==> src/rtl/seq_pkg.sv <==
// Shared types and constants for the instruction sequencer.
package seq_pkg;

  localparam int IW_DEF = 12;
  localparam int OP_W = 3;
  localparam logic [2:0] HALT_OP_DEF = 3'b111;

  typedef enum logic [1:0] {
    IDLE  = 2'd0,
    ISSUE = 2'd1,
    GAP   = 2'd2,
    DONE  = 2'd3
  } state_t;

endpackage

==> src/rtl/seq_prog_mem.sv <==
// Program buffer: synchronous write, combinational read.
module seq_prog_mem
  import seq_pkg::*;
#(
  parameter int IW    = IW_DEF,
  parameter int DEPTH = 8,
  parameter int AW    = 3
) (
  input  logic          clk,
  input  logic          we,
  input  logic [AW-1:0] waddr,
  input  logic [IW-1:0] wdata,
  input  logic [AW-1:0] raddr,
  output logic [IW-1:0] rdata
);

  logic [IW-1:0] mem_r [DEPTH];

  // buffer write port; contents deliberately survive reset
  always_ff @(posedge clk) begin
    if (we) begin
      mem_r[waddr] <= wdata;
    end
  end

  assign rdata = mem_r[raddr];

endmodule

==> src/rtl/instr_sequencer.sv <==
// Instruction issuer driving a valid/ready instruction interface from a loadable buffer.
// Build option SEQ_LOOP_EN: the program wraps at its end instead of finishing.
module instr_sequencer
  import seq_pkg::*;
#(
  parameter int         IW        = IW_DEF,
  parameter int         DEPTH     = 8,
  parameter int         AW        = 3,
  parameter logic [2:0] HALT_OP   = HALT_OP_DEF,
  parameter int         ISSUE_GAP = 0
) (
  input  logic          clk,
  input  logic          rst,
  input  logic          load_en,
  input  logic [AW-1:0] load_addr,
  input  logic [IW-1:0] load_data,
  input  logic [AW:0]   prog_len,
  input  logic          start,
  input  logic          stop,
  output logic [IW-1:0] instr,
  output logic          instr_valid,
  input  logic          instr_ready,
  output logic [AW-1:0] pc,
  output logic          busy,
  output logic          done,
  output logic [7:0]    issued_cnt
);

  localparam logic [1:0] GAP_INIT = 2'((ISSUE_GAP > 0) ? (ISSUE_GAP - 1) : 0);

  state_t        state_r, state_s;
  logic [IW-1:0] instr_s, rd_data_s, fetch_s;
  logic          valid_s, busy_s, done_s;
  logic [AW-1:0] pc_s, next_pc_s, rd_addr_s;
  logic [7:0]    cnt_s;
  logic [AW:0]   len_r, len_s;
  logic [1:0]    gap_r, gap_s;
  logic          idle_s, xfer_s, halt_s, last_s, end_s, we_s;

  seq_prog_mem #(.IW(IW), .DEPTH(DEPTH), .AW(AW)) u_mem (
    .clk   (clk),
    .we    (we_s),
    .waddr (load_addr),
    .wdata (load_data),
    .raddr (rd_addr_s),
    .rdata (rd_data_s)
  );

  // transfer decode and fetch address selection
  always_comb begin
    idle_s = (state_r == IDLE) || (state_r == DONE);
    xfer_s = instr_valid & instr_ready;
    halt_s = (instr[IW-1:IW-OP_W] == HALT_OP);
    last_s = ({1'b0, pc} == (len_r - {{AW{1'b0}}, 1'b1}));
    we_s   = load_en & idle_s;
`ifdef SEQ_LOOP_EN
    end_s  = halt_s;
`else
    end_s  = halt_s | last_s;
`endif
    if (last_s) begin
      next_pc_s = '0;
    end else begin
      next_pc_s = pc + {{(AW-1){1'b0}}, 1'b1};
    end
    case (state_r)
      ISSUE:   rd_addr_s = next_pc_s;
      GAP:     rd_addr_s = pc;
      default: rd_addr_s = '0;
    endcase
    // a load landing on the start edge must be visible in the first instruction
    if (we_s && (load_addr == rd_addr_s)) begin
      fetch_s = load_data;
    end else begin
      fetch_s = rd_data_s;
    end
  end

  // next-state and next-output logic
  always_comb begin
    state_s = state_r;
    instr_s = instr;
    valid_s = instr_valid;
    pc_s    = pc;
    cnt_s   = issued_cnt;
    len_s   = len_r;
    gap_s   = gap_r;
    case (state_r)
      IDLE, DONE: begin
        if (start) begin
          pc_s  = '0;
          cnt_s = 8'd0;
          len_s = prog_len;
          if (prog_len == {(AW+1){1'b0}}) begin
            state_s = DONE;
            valid_s = 1'b0;
          end else begin
            state_s = ISSUE;
            instr_s = fetch_s;
            valid_s = 1'b1;
          end
        end else begin
          valid_s = 1'b0;
        end
      end
      ISSUE: begin
        if (xfer_s) begin
          cnt_s = issued_cnt + 8'd1;
          if (end_s || stop) begin
            state_s = DONE;
            valid_s = 1'b0;
          end else begin
            pc_s = next_pc_s;
            if (ISSUE_GAP == 0) begin
              instr_s = fetch_s;
              valid_s = 1'b1;
            end else begin
              state_s = GAP;
              valid_s = 1'b0;
              gap_s   = GAP_INIT;
            end
          end
        end else if (stop) begin
          state_s = DONE;
          valid_s = 1'b0;
        end else begin
          valid_s = instr_valid;
        end
      end
      GAP: begin
        if (stop) begin
          state_s = DONE;
        end else if (gap_r == 2'd0) begin
          state_s = ISSUE;
          instr_s = fetch_s;
          valid_s = 1'b1;
        end else begin
          gap_s = gap_r - 2'd1;
        end
      end
      default: begin
        state_s = IDLE;
        valid_s = 1'b0;
      end
    endcase
    busy_s = (state_s == ISSUE) || (state_s == GAP);
    done_s = (state_s == DONE);
  end

  // state and output registers
  always_ff @(posedge clk) begin
    if (rst) begin
      state_r     <= IDLE;
      instr       <= '0;
      instr_valid <= 1'b0;
      pc          <= '0;
      busy        <= 1'b0;
      done        <= 1'b0;
      issued_cnt  <= 8'd0;
      len_r       <= '0;
      gap_r       <= 2'd0;
    end else begin
      state_r     <= state_s;
      instr       <= instr_s;
      instr_valid <= valid_s;
      pc          <= pc_s;
      busy        <= busy_s;
      done        <= done_s;
      issued_cnt  <= cnt_s;
      len_r       <= len_s;
      gap_r       <= gap_s;
    end
  end

endmodule

==> config.mk <==
export PLATFORM = sky130hd
export DESIGN_NAME = instr_sequencer
export DESIGN_NICKNAME = d
export VERILOG_FILES = /design/src/rtl/seq_pkg.sv /design/src/rtl/seq_prog_mem.sv /design/src/rtl/instr_sequencer.sv
export SDC_FILE = /design/constraint.sdc
export NUM_CORES = 1
export LEC_CHECK = 0
export CORE_AREA = 2 2 103 105
export CTS_BUF_LIST = sky130_fd_sc_hd__clkbuf_4
export DETAILED_ROUTE_END_ITERATION = 8
export DIE_AREA = 0 0 105 107
export PLACE_DENSITY_LB_ADDON = 0.2
export SLEW_MARGIN = 20
export SYNTH_ARGS = -nofsm -noshare
export SYNTH_HDL_FRONTEND = slang
export SYNTH_SLANG_ARGS = --single-unit
==> constraint.sdc <==
create_clock -name clk -period 4.5 [get_ports clk]
set_clock_uncertainty 0.15 [all_clocks]
set_input_delay 0.45 -clock clk [delete_from_list [all_inputs] [get_ports clk]]
set_output_delay 0.45 -clock clk [all_outputs]
set_load 0.02 [all_outputs]
# [Word-level counts from Yosys, hierarchy flattened]
# Memories as Yosys holds them, arrays and structs flattened.
# Index checks and enable logic that the tools add are counted.
# Widths: inputs -> output; s select.
[word_totals] reg_bits=34 ram_bits=96 input_bits=25 output_inout_bits=26 wordCells=85 mem_count=1
[mem_list] name="u_mem.mem_r" depth=8 width=12 read_ports=1 rd_clocked_by_memory_dff=0 write_ports=1 line_no="seq_prog_mem.sv:17" text="logic [IW-1:0] mem_r [DEPTH];"
[op_classes] addsub=4 n_eq_ne=16 n_mux=35 bitwise_logic=5 n_reduce_logical=15
[op_table] operator="$mux 12" count=7
[op_table] operator="$pmux 12 s3" count=1
[op_table] operator="$mux 8" count=2
[op_table] operator="$pmux 8 s2" count=1
[op_table] operator="$mux 2" count=7
[op_table] operator="$mux 3" count=4
[op_table] operator="$ne 2x2->1 const B" count=6
[op_table] operator="$pmux 3 s2" count=2
[op_table] operator="$mux 1" count=9
[op_table] operator="$reduce_and 3->1" count=3
[op_table] operator="$add 8x1->8 const B" count=1
[op_table] operator="$eq 2x2->1 const B" count=4
[op_table] operator="$pmux 2 s3" count=1
[op_table] operator="$reduce_and 6->1" count=1
[op_table] operator="$eq 2x1->1 const B" count=2
[op_table] operator="$eq 3x4->1" count=1
[op_table] operator="$logic_not 2->1" count=2
[op_table] operator="$logic_not 4->1" count=1
[op_table] operator="$reduce_and 4->1" count=1
[op_table] operator="$sub 4x1->4 const B" count=1
[op_table] operator="$add 3x1->3 const B" count=1
[op_table] operator="$eq 3x3->1" count=1
[op_table] operator="$eq 3x3->1 const B" count=1
[op_table] operator="$logic_or 1x1->1" count=3
[op_table] operator="other kinds (10)" count=12

# [Depth between registers and ports, before layout]
# Gate-level depths: netlist of run 1.
[depth] word_depth=10 ltp_mapped=11 depth_no_buf=10

# [Modules after synthesis]
# From an unflattened synthesis of run 1, not the netlist that was laid out.
[hier_totals] cells_unflattened=386 area_unflattened_um2=5636.7
[by_module_without_submodules] module="seq_prog_mem" n_inst=1 cells_each=152 area_each_um2=3747.3 seq_area_each_um2=2882.8
[by_module_without_submodules] module="instr_sequencer" n_inst=1 cells_each=234 area_each_um2=1889.3 seq_area_each_um2=680.7

# [Worst setup path before layout of run 1]
# OpenSTA, ideal clock, no wires.
[synth_path] path_kind="flip-flop to flip-flop" startpoint="register state_r[0]" endpoint="memory u_mem.mem_r[1][0] (netlist name) (enable)" setup_ns=0.396 arrival_time_ns=2.641 t_required_ns=3.954 setup_slack_ns=1.313 path_stages_with_launch=8 n_path_buf=3 period_less_slack_ns=3.187 cell_sequence="dfxtp_1 -> inv_1 -> ha_1 -> clkbuf_1 -> clkbuf_1 -> buf_1 -> nand3_1 -> nor3_1"
[synth_between] elab_chain_cells=5 word_cells_on_any_way=6 classes_between="eq/ne (1); mux (2); bitwise (1); reduce/logical (2)"
[synth_lines] element="from (decl)" line_no="instr_sequencer.sv:31" text="state_t state_r, state_s;"
[synth_lines] element="from (signal assigned)" line_no="instr_sequencer.sv:163" text="state_r <= state_s;"
[synth_lines] element="$eq 2x2->1 or $logic_not 2->1 (tied branches)" line_no="instr_sequencer.sv:51" text="idle_s = (state_r == IDLE) || (state_r == DONE);"
[synth_lines] element="$logic_or 1x1->1 (*)" line_no="instr_sequencer.sv:51"
[synth_lines] element="$and 1x1->1 (*)" line_no="instr_sequencer.sv:55" text="we_s = load_en & idle_s;"
[synth_lines] element="$mux 1 (*)" line_no="seq_prog_mem.sv:21" text="if (we) begin"
[synth_lines] element="$mux 1 (implied by the code) (*)" line_no="seq_prog_mem.sv:22" text="mem_r[waddr] <= wdata;"
[synth_lines] element="to (decl)" line_no="seq_prog_mem.sv:17"
# Every way passes the cells marked *; elsewhere a longest branch is shown, timed or not.

# [Worst setup path after layout of run 1]
[layout_path] startpoint="register len_r[0]" endpoint="register instr[5]"
[layout_between] elab_chain_cells=10 word_cells_on_any_way=19 classes_between="add/sub (1); eq/ne (3); mux (10); bitwise (1); reduce/logical (3); memory (1)"
[layout_lines] element="from (decl)" line_no="instr_sequencer.sv:36" text="logic [AW:0] len_r, len_s;"
[layout_lines] element="from (signal assigned)" line_no="instr_sequencer.sv:170" text="len_r <= len_s;"
[layout_lines] element="$sub 4x1->4 (*)" line_no="instr_sequencer.sv:54" text="last_s = ({1'b0, pc} == (len_r - {{AW{1'b0}}, 1'b1}));"
[layout_lines] element="$eq 3x4->1 (*)" line_no="instr_sequencer.sv:54"
[layout_lines] element="parallel branches: the longest is 8 deep, another holds $mem_v2 8x12"
[layout_lines] element="to (signal assigned)" line_no="instr_sequencer.sv:164" text="instr <= instr_s;"
[layout_lines] element="to (decl)" line_no="instr_sequencer.sv:20" text="output logic [IW-1:0] instr,"
# Every way passes the cells marked *. The select of a mux whose other input is x is not followed.
# A chain may end at the register's enable or synchronous reset.

==> flow_metrics.tcl, run 1 <==
set metrics [dict create \
    viasPerCell 6.28 \
    num_vias 4510 \
    syn_inst 515 \
    cts-resized-gates 0 \
    cts_root_buf "clkbuf_4" \
    core_area_mm2 0.0101 \
    clock_latency_ns 0.53 \
    syn-num-nets 547 \
    maxCapViolations 0 \
    die_area_mm2 0.0112 \
    status "finished, final reports clean" \
    remaining_drc_errors 0 \
    grt_max_degree 38 \
    cts_hold_buf 0 \
    worstPathArrival_ns 3.94 \
    crit_fanout 16 \
    cpMaxStageDelayCell "nor3b_2" \
    timing.final.crit_period_ns 3.65 \
    clk_path_buf_depth 2 \
    max_freq_ghz 0.274 \
    gp_congestion 0.862 \
    relSlewSlack_pct 38.1 \
    criticalPathCategory "flip-flop to flip-flop" \
    slew_viol_final 0 \
    n_fill_cell 773 \
    n_antenna_cell 0 \
    holdWs_ns 0.352 \
    fp.dieW_um 105 \
    end_kind "flip-flop" \
    setup_tns_ns 0 \
    start_util_pct 59.0 \
    nNetsFinal 601 \
    cpLargestDelayFamily "compound AO/OA/AOI/OAI gates" \
    antenna_found_initial 0 \
    wl_per_cell_um 19.9 \
    postSynthAreaPerCell_um2 11.6 \
    ant_nets 0 \
    cts.clk_slew.worst_paths_ns 0.13 \
    drtPass1Iterations 5 \
    cts.sinks 130 \
    synth_commonest_cells "96 x edfxtp_1, 48 x nor2_1, 46 x nand2_1, 34 x dfxtp_1, 29 x nand3_1" \
    postCtsSetupRepairBufs 0 \
    required_ns 4.79 \
    grt_pass1_wl_um 22600 \
    synth_area_leaders "edfxtp_1 48%, dfxtp_1 11%, nor2_1 3.0%" \
    rsz0062_at_grt "no" \
    wirelength_um 14300 \
    start_kind "flip-flop" \
    synth_top_area_share_pct 48.4 \
    io_pins 51 \
    power_density_mw_per_mm2 554 \
    setup_viol 0 \
    overflow 0 \
    syn_area_mm2 0.00596 \
    crit_chain "inv_1 -> ha_1 -> xnor2_1 -> o31a_1 -> a21o_1 -> a32oi_4 -> nor3b_2 -> nand2_1 -> a311oi_1" \
    seq_area_frac_synth_pct 59.8 \
    synth_most_common_cell "edfxtp_1" \
    ys_ff_latch 130 \
    hold_viol 0 \
    area_growth_pct 15.9 \
    synthFlopType "edfxtp_1" \
    irDropWorstVdd_uv 326 \
    leakage_nw 2.36 \
    finalCritPeriodShare_pct 81.2 \
    synth_top_cell_by_area "edfxtp_1" \
    critPathMaxStageDelay_ns 0.78 \
    async_reset_ff_share_pct 0 \
    io_buffers 50 \
    htreeDepth 4 \
    cts_tree "yes" \
    grt_usage_pct 26.4 \
    tightest_slew_ns 0.925 \
    synth_edf_count 96 \
    yosysWarnings 0 \
    critPathBufInv 1 \
    cts_made_buffers 17 \
    yosysUniqueCellTypes 57 \
    rows 37 \
    min_path_type "flip-flop to flip-flop" \
    chipHeight_um 107 \
    drive_gt1_share_pct 15.5 \
    post-dp-hpwl_um 9220 \
    drt_iter0_drc 410 \
    grt_pass1_vias 4386 \
]
[layout make-up]
class	instances	area (um2)	share of cell area, %
tap	136	170	2.46
inverter	22	82.6	1.20
timing repair buffer	66	621	8.99
multi-input combinational	332	2180	31.5
clock buffer	17	128	1.85
sequential	130	3560	51.6
clock inverter	15	164	2.37
[where the power goes]
part           switching (W)  total [W]  internal, W
registers          0.0000861    0.00149      0.00140
clock network       0.000505   0.000808     0.000303
logic               0.000959    0.00153     0.000571
total                0.00155    0.00383      0.00228
[state kept, by name, summed over array words and instances, names as in the netlist]
signal and count:
issued_cnt 8, done 1, u_mem.mem_r 96, busy 1, instr_valid 1, instr 12, gap_r 2, pc 3
len_r 4, state_r 2
[metal layers]
layer	share of wire, %	global-route usage, %	wire length [um]	up-vias
li1	-	-	-	2046
met1	42	34.0	5930	2197
met2	49	43.6	6980	246
met3	8.1	6.87	1150	21
met4	1.5	9.33	221	0
met5	0	0	0	-
[stage by stage]
step / utilization (%) / total power [W] / cells / area (um2) / worst slack (ns)
global placement: 65.5 / 0.00297 / 686 / 6610 / 1.10
finish: 68.4 / 0.00383 / 718 / 6900 / 0.848
detailed placement: 65.5 / 0.00301 / 686 / 6610 / 0.896
floorplan: - / 0.00254 / 515 / 5960 / 1.31
global route: 68.4 / 0.00401 / 718 / 6900 / 0.686
CTS: 68.4 / 0.00380 / 718 / 6900 / 0.849
[worst paths after layout]
kind	depth (start not counted)	end	slack [ns]	from
setup / recovery	9	instr[5]$_SDFFE_PP0P_	0.85	len_r[0]$_SDFFE_PP0P_
hold / removal	2	len_r[3]$_SDFFE_PP0P_	0.35	len_r[3]$_SDFFE_PP0P_
setup reg to reg	9	instr[5]$_SDFFE_PP0P_	0.85	len_r[0]$_SDFFE_PP0P_
hold reg to reg	2	len_r[3]$_SDFFE_PP0P_	0.35	len_r[3]$_SDFFE_PP0P_
[cells by family (layout without fill, tap and decap cells)]
group / Yosys count / in the layout / synth area share (%)
AO/OA/AOI/OAI: 121 / 121 / 16.4
XOR/XNOR: 10 / 10 / 1.47
adder cells (fa/ha/maj): 7 / 7 / 1.47
buffers and inverters: 53 / 120 / 3.82
flip-flops: 130 / 130 / 59.8
multiplexers: 13 / 13 / 2.44
AND/OR/NAND/NOR: 181 / 181 / 14.6
[tightest hold or removal path, cell delays in order (launching register included)]
cell     delay [ns]
dfxtp_1        0.35
nand2_1        0.06
a21oi_1        0.05
[cell usage in the layout, fill, tap and decap left out, types with 4 or more instances in the layout]
cell type	Yosys	routed
a2111oi_0	12	12
a211oi_1	14	14
a21bo_2	9	9
a21o_1	13	13
a21oi_1	16	16
a311oi_1	4	4
a311oi_2	7	7
and3_1	4	4
buf_4	2	16
clkbuf_4	1	17
clkdlybuf4s50_1	0	50
dfxtp_1	34	34
edfxtp_1	96	96
ha_1	7	7
inv_1	22	22
inv_6	0	4
inv_8	0	6
mux2_2	12	12
nand2_1	46	46
nand3_1	29	29
nand4_1	4	4
nor2_1	48	48
nor2b_1	7	7
nor3_1	16	15
nor4_1	11	11
o21ai_0	23	23
xnor2_1	4	4
xor2_1	6	6
Note: power is estimated with default switching activity, not from simulation.
==> inputs of run 2 (changes only) <==
==> constraint.sdc (replaced) <==
create_clock -name clk -period 3.6 [get_ports clk]
set_clock_uncertainty 0.15 [all_clocks]
set_input_delay 0.36 -clock clk [delete_from_list [all_inputs] [get_ports clk]]
set_output_delay 0.36 -clock clk [all_outputs]
set_load 0.02 [all_outputs]
==> run 2 against run 1 <==
Core utilization rose by 0.74 points. Critical path depth rose by 1. Fmax rose by 5.5%. Non-clock buffer count rose by 10. Clock power rose by 25%.
==> flow_metrics.tcl, run 2 (synthesized netlist as in run 1, its figures left out) <==
set metrics [dict create \
    finalCoreUtilization_pct 69.2 \
    gp_congestion 0.897 \
    timing.final.ws_setup_ns 0.140 \
    criticalPathCategory "flip-flop to flip-flop" \
    num_vias 4431 \
    worstPathArrival_ns 3.71 \
    hold_viol 0 \
    postCtsSetupRepairBufs 0 \
    grt_usage_pct 26.5 \
    power_density_mw_per_mm2 693 \
    core_area_mm2 0.0101 \
    cts.clk_slew.worst_paths_ns 0.11 \
    drt_iter0_drc 256 \
    grt_max_degree 29 \
    cts_tree "yes" \
    cts_hold_buf 0 \
    cts-resized-gates 0 \
    wirelength_um 14100 \
    n_antenna_cell 0 \
    top_register "u_mem.mem_r" \
    ant_nets 0 \
    tightest_slew_ns 0.672 \
    fp.dieW_um 105 \
    dpl_worst_slack_ns 0.232 \
    timing.final.crit_period_ns 3.46 \
    setup_tns_ns 0 \
    cpMaxStageDelayCell "a211oi_4" \
    holdCritStartpoint "prog_len[3]" \
    relSlewSlack_pct 55.1 \
    end_kind "flip-flop" \
    start_util_pct 59.0 \
    required_ns 3.85 \
    min_to "len_r[3]$_SDFFE_PP0P_" \
    htreeDepth 4 \
    r2r_cells 10 \
    min_path_type "primary input to flip-flop" \
    clock_latency_ns 0.53 \
    chipHeight_um 107 \
    cts_root_buf "clkbuf_4" \
    status "finished, final reports clean" \
    mostFrequentLayoutCells "96 x edfxtp_1, 50 x clkdlybuf4s50_1, 48 x nor2_1, 46 x nand2_1, 34 x dfxtp_1" \
    holdWs_ns 0.271 \
    rrSetupSlack_ns 0.14 \
    overflow 0 \
    remaining_drc_errors 0 \
    crit_chain "inv_1 -> ha_1 -> xnor2_1 -> or3_4 -> a22o_1 -> a211oi_4 -> buf_4 -> a2111oi_0 -> a211oi_1 -> a311oi_2" \
    die_area_mm2 0.0112 \
    largest_register_ffs 96 \
    layout_commonest_cell "edfxtp_1" \
    rows 37 \
    nNetsFinal 611 \
    crit_fanout 14 \
    max_freq_ghz 0.289 \
    antenna_found_initial 0 \
    viasPerCell 6.09 \
    io_pins 51 \
    leakage_nw 2.43 \
    critPathMaxStageDelay_ns 0.60 \
    rsz0062_at_grt "no" \
    finalCritPeriodShare_pct 96.1 \
    io_buffers 50 \
    cts_made_buffers 17 \
    cts.sinks 130 \
    reg.largest.list "u_mem.mem_r x96, instr x12, issued_cnt x8" \
    start_kind "flip-flop" \
    drtPass1Iterations 5 \
    final_cells 728 \
    grt_pass1_vias 4452 \
    post-dp-hpwl_um 9460 \
    drive_gt1_share_pct 16.9 \
    reg2reg_from "len_r[0]$_SDFFE_PP0P_" \
    irDropWorstVdd_uv 303 \
    grt_pass1_wl_um 22700 \
    slew_viol_final 0 \
    clk_path_buf_depth 2 \
    dp.cells 696 \
    maxCapViolations 0 \
    r2r-end "instr[3]$_SDFFE_PP0P_" \
    hold_depth 3 \
    wl_per_cell_um 19.4 \
    setup_viol 0 \
    area_growth_pct 17.1 \
]
run 2: routing by layer:
| layer | up-vias | share of wire (%) | track usage [%] |
|---|---|---|---|
| li1 | 2059 | - | - |
| met1 | 2170 | 41 | 33.1 |
| met2 | 181 | 51 | 45.0 |
| met3 | 21 | 6.9 | 6.26 |
| met4 | 0 | 1.2 | 10.1 |
| met5 | - | 0 | 0 |
run 2: worst max path at each step:
stage                               start                     endpoint  cells past startpoint
floorplan           state_r[0]$_SDFF_PP0_  u_mem.mem_r[1][0]$_DFFE_PP_                      7
global placement    len_r[0]$_SDFFE_PP0P_        instr[3]$_SDFFE_PP0P_                     10
detailed placement  len_r[0]$_SDFFE_PP0P_        instr[3]$_SDFFE_PP0P_                     10
CTS                 len_r[0]$_SDFFE_PP0P_        instr[3]$_SDFFE_PP0P_                     10
global route        len_r[0]$_SDFFE_PP0P_        instr[3]$_SDFFE_PP0P_                     10
finish              len_r[0]$_SDFFE_PP0P_        instr[3]$_SDFFE_PP0P_                     10
run 2: power by group:
| part | total [W] | switching, W | internal (W) |
|---|---|---|---|
| Clock | 0.00101 | 0.000513 | 0.000499 |
| Combinational | 0.00197 | 0.00120 | 0.000774 |
| Sequential | 0.00186 | 0.000103 | 0.00175 |
run 2: cell type report:
class,instances,area [um2]
inverters,22,82.6
clock buffers,20,150
repair buffers,76,696
clock inverters,12,141
fillers,771,3110
multi-input cells,332,2180
well taps,136,170
flip-flops and latches,130,3560
run 2: worst max-delay path, delay by kind of cell (launching register included):
family / cells / cell delay, ns
AND/OR/NAND/NOR: 1 / 0.44
adder cells (fa/ha/maj): 1 / 0.30
AO/OA/AOI/OAI: 5 / 1.45
flip-flops: 1 / 0.43
XOR/XNOR: 1 / 0.17
buffers and inverters: 2 / 0.38
run 2: per-stage QoR:
stage / total power [W] / instance area (um2)
2_1_floorplan: 0.00317 / 5960
3_3_place_gp: 0.00377 / 6690
3_5_place_dp: 0.00382 / 6690
4_1_cts: 0.00483 / 6980
5_1_grt: 0.00510 / 6980
6_report: 0.00484 / 6980
